==> config.mk <==
export PLATFORM = sky130hd
export DESIGN_NAME = reg_file_sb
export DESIGN_NICKNAME = d
export VERILOG_FILES = /design/src/rtl/reg_file_sb.sv
export SDC_FILE = /design/constraint.sdc
export NUM_CORES = 2
export LEC_CHECK = 0
export CORE_MARGIN = 5
export CORE_UTILIZATION = 50
export CTS_CLUSTER_SIZE = 10
export DETAILED_ROUTE_END_ITERATION = 7
export HOLD_SLACK_MARGIN = 0.03
export PLACE_DENSITY = 0.7
export SLEW_MARGIN = 20
export SYNTH_ARGS = -nofsm -noshare
export SYNTH_HDL_FRONTEND = slang
export SYNTH_SLANG_ARGS = --single-unit
==> constraint.sdc <==
create_clock -name clk -period 9.75 [get_ports clk]
set_input_delay 2.925 -clock clk [delete_from_list [all_inputs] [get_ports clk]]
set_output_delay 2.925 -clock clk [all_outputs]
set_load 0.05 [all_outputs]
==> src/rtl/reg_file_sb.sv <==
// Register file with same-cycle write bypass and a per-register busy scoreboard
// so decode can detect read-after-write hazards against in-flight producers.
module reg_file_sb #(
   parameter int DATA_WIDTH = 32,
   parameter int ADDR_WIDTH = 5,
   parameter int ZERO_REG   = 1
) (
   input  logic                  clk,
   input  logic                  rst,
   input  logic [ADDR_WIDTH-1:0] reg1_addr,
   input  logic [ADDR_WIDTH-1:0] reg2_addr,
   output logic [DATA_WIDTH-1:0] reg1_data,
   output logic [DATA_WIDTH-1:0] reg2_data,
   output logic                  reg1_busy,
   output logic                  reg2_busy,
   input  logic [ADDR_WIDTH-1:0] regw_addr,
   input  logic [DATA_WIDTH-1:0] write_data,
   input  logic                  write_ena,
   input  logic [ADDR_WIDTH-1:0] issue_addr,
   input  logic                  issue_ena,
   output logic [ADDR_WIDTH:0]   busy_count
);

   localparam int DEPTH = 1 << ADDR_WIDTH;

   logic [DATA_WIDTH-1:0] r_regs [DEPTH];
   logic [DEPTH-1:0]      r_busy;
   logic [ADDR_WIDTH:0]   r_busy_count;

   logic w_zero_w;
   logic w_zero_i;
   logic w_zero_1;
   logic w_zero_2;
   logic w_wr_eff;
   logic w_iss_eff;
   logic w_set;
   logic w_clr;

   assign w_zero_w = (ZERO_REG != 0) && (regw_addr  == '0);
   assign w_zero_i = (ZERO_REG != 0) && (issue_addr == '0);
   assign w_zero_1 = (ZERO_REG != 0) && (reg1_addr  == '0);
   assign w_zero_2 = (ZERO_REG != 0) && (reg2_addr  == '0);

   assign w_wr_eff  = write_ena && !w_zero_w;
   assign w_iss_eff = issue_ena && !w_zero_i;

   // A write that collides with an issue to the same register leaves it busy,
   // so it must not also decrement the count.
   assign w_set = w_iss_eff && !r_busy[issue_addr];
   assign w_clr = w_wr_eff && r_busy[regw_addr] &&
                  !(w_iss_eff && (issue_addr == regw_addr));

   always_ff @(posedge clk) begin
      if (rst) begin
         for (int i = 0; i < DEPTH; i++) begin
            r_regs[i] <= '0;
         end
         r_busy       <= '0;
         r_busy_count <= '0;
      end else begin
         if (w_wr_eff) begin
            r_regs[regw_addr] <= write_data;
         end
         // Issue is applied after the write clear so the new producer wins.
         for (int i = 0; i < DEPTH; i++) begin
            if (w_iss_eff && (issue_addr == ADDR_WIDTH'(i))) begin
               r_busy[i] <= 1'b1;
            end else if (w_wr_eff && (regw_addr == ADDR_WIDTH'(i))) begin
               r_busy[i] <= 1'b0;
            end
         end
         r_busy_count <= r_busy_count + {{ADDR_WIDTH{1'b0}}, w_set}
                                      - {{ADDR_WIDTH{1'b0}}, w_clr};
      end
   end

   always_comb begin
      reg1_data = r_regs[reg1_addr];
      reg1_busy = r_busy[reg1_addr];
      if (w_zero_1) begin
         reg1_data = '0;
         reg1_busy = 1'b0;
      end else if (write_ena && (regw_addr == reg1_addr)) begin
         reg1_data = write_data;
         reg1_busy = 1'b0;
      end
   end

   always_comb begin
      reg2_data = r_regs[reg2_addr];
      reg2_busy = r_busy[reg2_addr];
      if (w_zero_2) begin
         reg2_data = '0;
         reg2_busy = 1'b0;
      end else if (write_ena && (regw_addr == reg2_addr)) begin
         reg2_data = write_data;
         reg2_busy = 1'b0;
      end
   end

   assign busy_count = r_busy_count;

endmodule

Word level (Yosys, flattened, before mapping)
Memory sizes are Yosys's and may differ from the RTL's.
Cells that the tools add are included.
Widths: inputs -> output; s select.
{"block": "classes", "magnitude_cmp": 4, "muxes": 88, "reduce_logical": 113, "n_addsub": 2, "n_eq_ne": 65}
{"op": "$eq 5x5->1 const B", "n": 32}
{"op": "$mux 32", "n": 5}
{"op": "$eq 5x4->1 const B", "n": 16}
{"op": "$mux 1", "n": 78}
{"op": "$logic_and 1x1->1", "n": 72}
{"op": "$reduce_bool 2->1", "n": 32}
{"op": "$eq 5x3->1 const B", "n": 8}
{"op": "$reduce_or 32->1", "n": 1}
{"op": "$lt 5x6->1 const B", "n": 4}
{"op": "$bmux 1 s5", "n": 4}
{"op": "$eq 5x2->1 const B", "n": 4}
{"op": "$logic_not 5->1", "n": 4}
{"op": "$eq 5x5->1", "n": 3}
{"op": "$eq 5x1->1 const B", "n": 2}
{"op": "$add 6x1->6", "n": 1}
{"op": "$sub 6x1->6", "n": 1}
{"op": "$mux 5", "n": 1}
{"op": "$logic_not 1->1", "n": 4}
{"block": "word_totals", "ram_bits": 1024, "mem_count": 1, "register_bits": 38, "word_cells": 306, "output_inout_bits": 72}
{"name": "r_regs", "depth": 32, "word_bits": 32, "read_ports": 2, "rd_clocked_by_memory_dff": 0, "write_ports": 32, "line": "26", "source": "logic [DATA_WIDTH-1:0] r_regs [DEPTH];"}

Longest topological paths before layout
{"block": "logic_depth", "depth_word": 8, "depth_mapped": 15}

Worst setup path before layout
OpenSTA, ideal clock, no wires.
{"block": "synth_timing", "path_type": "input port to output port", "start": "input reg2_addr[0]", "end": "output reg2_data[31]", "required_time_ns": 6.825, "arrival_time_ns": 5.269, "path_stages": 9, "setup_slack_ns": 1.556, "cell_sequence": "buf_4 > buf_8 > buf_12 > buf_12 > mux2i_1 > a221oi_2 > a21oi_1 > o2111a_1 > nor3_1"}
{"block": "synth_between", "elab_chain_len": 4, "elab_cells_between_ends": 6}
{"element": "start, declared", "line": "11", "source": "input logic [ADDR_WIDTH-1:0] reg2_addr,"}
{"element": "parallel branches: the longest is 3 deep, another holds $mem_v2 32x32"}
{"element": "$mux 32 *", "line": "92", "source": "if (w_zero_2) begin"}
{"element": "end, declared", "line": "13", "source": "output logic [DATA_WIDTH-1:0] reg2_data,"}
Every way passes the cells marked *.

Worst setup path after layout
{"block": "layout_timing", "start": "input reg1_addr[3]", "end": "output reg1_data[24]"}
{"block": "layout_between", "elab_chain_len": 4, "elab_cells_between_ends": 6}
{"element": "start, declared", "line": "10", "source": "input logic [ADDR_WIDTH-1:0] reg1_addr,"}
{"element": "parallel branches: the longest is 3 deep, another holds $mem_v2 32x32"}
{"element": "$mux 32 *", "line": "80", "source": "if (w_zero_1) begin"}
{"element": "end, declared", "line": "12", "source": "output logic [DATA_WIDTH-1:0] reg1_data,"}
Marked as above.

==> key figures <==
Die
  • Die W: 350.0 um
  • Core ar.: 114,500 um2
  • Full die area: 122,500 um2
  • Chip height: 350.0 um
  • Initial Util: 50.47%
  • Row Count: 124
  • IO Count: 128

Finish
  • Area growth from synthesis to layout: 10.96%
  • Final nets: 4,134
  • Finished Layout Cells: 5,636
  • Share of cells above drive strength 1: 22.12%

Clock network
  • Reg clk slew, reported paths: 0.05 ns
  • Clk_lat worst skew: 0.71 ns
  • Sink Count: 1,062
  • Post-CTS Setup Repair Bufs: 0
  • Clock Path Buffers: 3
  • Hold_buf cts: 0
  • Root Buffer: clkbuf_16
  • Num CTS Buffers: 119
  • TritonCTS clock tree: yes
  • Post-CTS Resized: 0
  • H-tree Lvls: 3

Power and ir drop
  • Peak supply drop: 152.4 uV
  • Power per Cell Area: 172.9 nW/um2
  • Leakage power: 22.27 nW

Yosys
  • Netlist cell types: 70
  • Most common cell in the synthesized netlist: edfxtp_1
  • Yosys top cell area share: 53.21%
  • Avg Inst Size Synth: 14.23 um2
  • Yosys warns: 0
  • Post-Syn Instances: 4,060
  • Seq cells post-synth: 1,062
  • Mapped cell area: 57,790 um2
  • Top cells by count, synth: edfxtp_1, and2_1, mux4_2
  • Register area share after synthesis: 54.53%
  • Post-synth EDFFs: 1,024
  • Main synth FF type: edfxtp_1
  • Top cells by area, synth: edfxtp_1, mux4_2, and2_1
  • Asr flop ratio synth: 0%
  • Leading area contributor after synthesis: edfxtp_1

Place
  • Placed cell count: 5,462
  • Routability Congestion: 0.8874
  • Final HPWL DP: 118,500 um
  • Pre-CTS WS: 0.8097 ns
  • Port Buffers: 127

STA
  • Final Slew Violations: 0
  • Fin Setup TNS: 0 ns
  • Final Setup Violations: 0
  • Worst-Margin Slew: 1.251 ns
  • Fmax: 0.1106 GHz
  • Count of final hold-check violations: 0
  • Post-layout min period: 9.045 ns
  • Final worst setup slack: 0.7050 ns
  • RSZ-0062 raised after global routing: false
  • Skew final: 0.008812 ns
  • Fin crit share: 92.77%
  • Slew headroom: 16.43%

Global routing
  • Initial antenna violation count: 13
  • Largest net degree at the start of global routing: 86
  • Number of global-route vias before repair: 38,920
  • First-pass GRT wire length: 286,000 um
  • Remaining global-route overflow: 0
  • Tot GR Track Use: 32.71%

Route
  • DR DRC count: 0
  • Final wirelength: 202,700 um
  • Pre-antenna DRT Iters: 6
  • Initial DRC count: 6,461
  • Antenna-violating nets left: 0
  • Post-DR vias/cell: 7.015
  • Vias: 39,540
  • Routed len/inst: 35.96 um

Flow run
  • Max Cap Viol: 0

Setup path
  • WP data required: 6.83 ns
  • Crit end category: primary output
  • CP startpoint kind: input pin
  • Crit Path Max Fanout: 33
  • Crit Path Class: input pin to primary output
  • Arrival @ worst endpoint: 6.12 ns

Outcome
  • Outcome: complete, no violations

Worst hold path
  • Min-Delay Path Class: flop to flop
-- logic make-up after synthesis --
group	synth area share (%)
AO/OA/AOI/OAI	6.257
XOR/XNOR	0.2880
adder cells (fa/ha/maj)	0.1646
buffers and inverters	3.809
flip-flops	54.53
multiplexers	21.61
other	0.006489
AND/OR/NAND/NOR	13.34
-- metrics by stage --
step	total power (W)	area [um2]	util [%]	hold WS [ns]
2_1_floorplan	0.006489	57900	-	0.4582
3_3_place_gp	0.007107	60880	53.17	0.4791
3_5_place_dp	0.007134	60880	53.17	0.4865
4_1_cts	0.01105	64110	55.99	0.4951
5_1_grt	0.01135	64100	55.98	0.5197
6_report	0.01109	64120	56.00	0.5074
-- sequential cells by signal (all words and copies together), names as in the netlist --
register    count
r_busy         32
busy_count      6
r_regs       1024
-- routing by layer --
| metal | routed length, um | part of all wire [%] | track usage [%] | vias up |
|---|---|---|---|---|
| met2 | 91820 | 45 | 49.81 | 3398 |
| met3 | 28570 | 14 | 8.855 | 671 |
| met4 | 11120 | 5.5 | 15.99 | 4 |
| met5 | 21 | 0.010 | 0 | - |
| li1 | - | - | - | 15560 |
| met1 | 71120 | 35 | 43.98 | 19910 |
-- cell type report --
| class | count | area [um2] |
|---|---|---|
| clock buffer | 153 | 3157 |
| fill | 8969 | 50380 |
| inverter | 43 | 162.7 |
| sequential | 1062 | 31510 |
| tap | 1512 | 1892 |
| antenna | 10 | 25.02 |
| timing repair buffer | 290 | 2779 |
| clock inverter | 11 | 76.32 |
| multi-input combinational | 2555 | 24520 |
-- worst max-delay path, stage by stage --
cell and delay (ns):
clkdlybuf4s50_1 0.87, or3b_4 0.84, buf_12 0.29, o22ai_1 0.20, a211oi_1 0.08, a22oi_1 0.38
a22o_1 0.26, buf_4 0.22
-- final timing paths --
check               startpoint  depth (start not counted)             to  slack, ns
setup / recovery  reg1_addr[3]                          8  reg1_data[24]       0.70
hold reg to reg     r_busy[13]                          2     r_busy[13]       0.51
setup reg to reg    r_busy[15]                         11  busy_count[5]       6.29
hold / removal      r_busy[13]                          2     r_busy[13]       0.51
-- where the power goes --
group          switching, W  internal [W]  total (W)
Sequential         0.000135       0.00526    0.00540
Combinational       0.00104      0.000647    0.00168
Clock               0.00178       0.00222    0.00400
Total               0.00296       0.00813     0.0111
-- placed cells by master, fill, tap and decap left out, types with 24 or more instances in the layout --
master	netlist	routed
mux2_2	24	24
a211oi_1	40	40
a32o_1	28	28
nand2_1	106	106
nor2_1	68	47
and2_1	995	994
inv_1	42	42
o21ai_0	60	60
edfxtp_1	1024	1024
o221ai_1	31	31
a21o_2	0	24
mux2i_1	218	218
clkdlybuf4s50_1	0	50
mux4_2	435	435
clkbuf_1	276	30
clkbuf_16	0	120
o22ai_1	69	69
a21oi_1	62	62
dfxtp_1	38	38
buf_4	29	194
buf_12	3	37
a22oi_1	105	105
conb_1	1	32
Power figures use the tool's default switching activity.
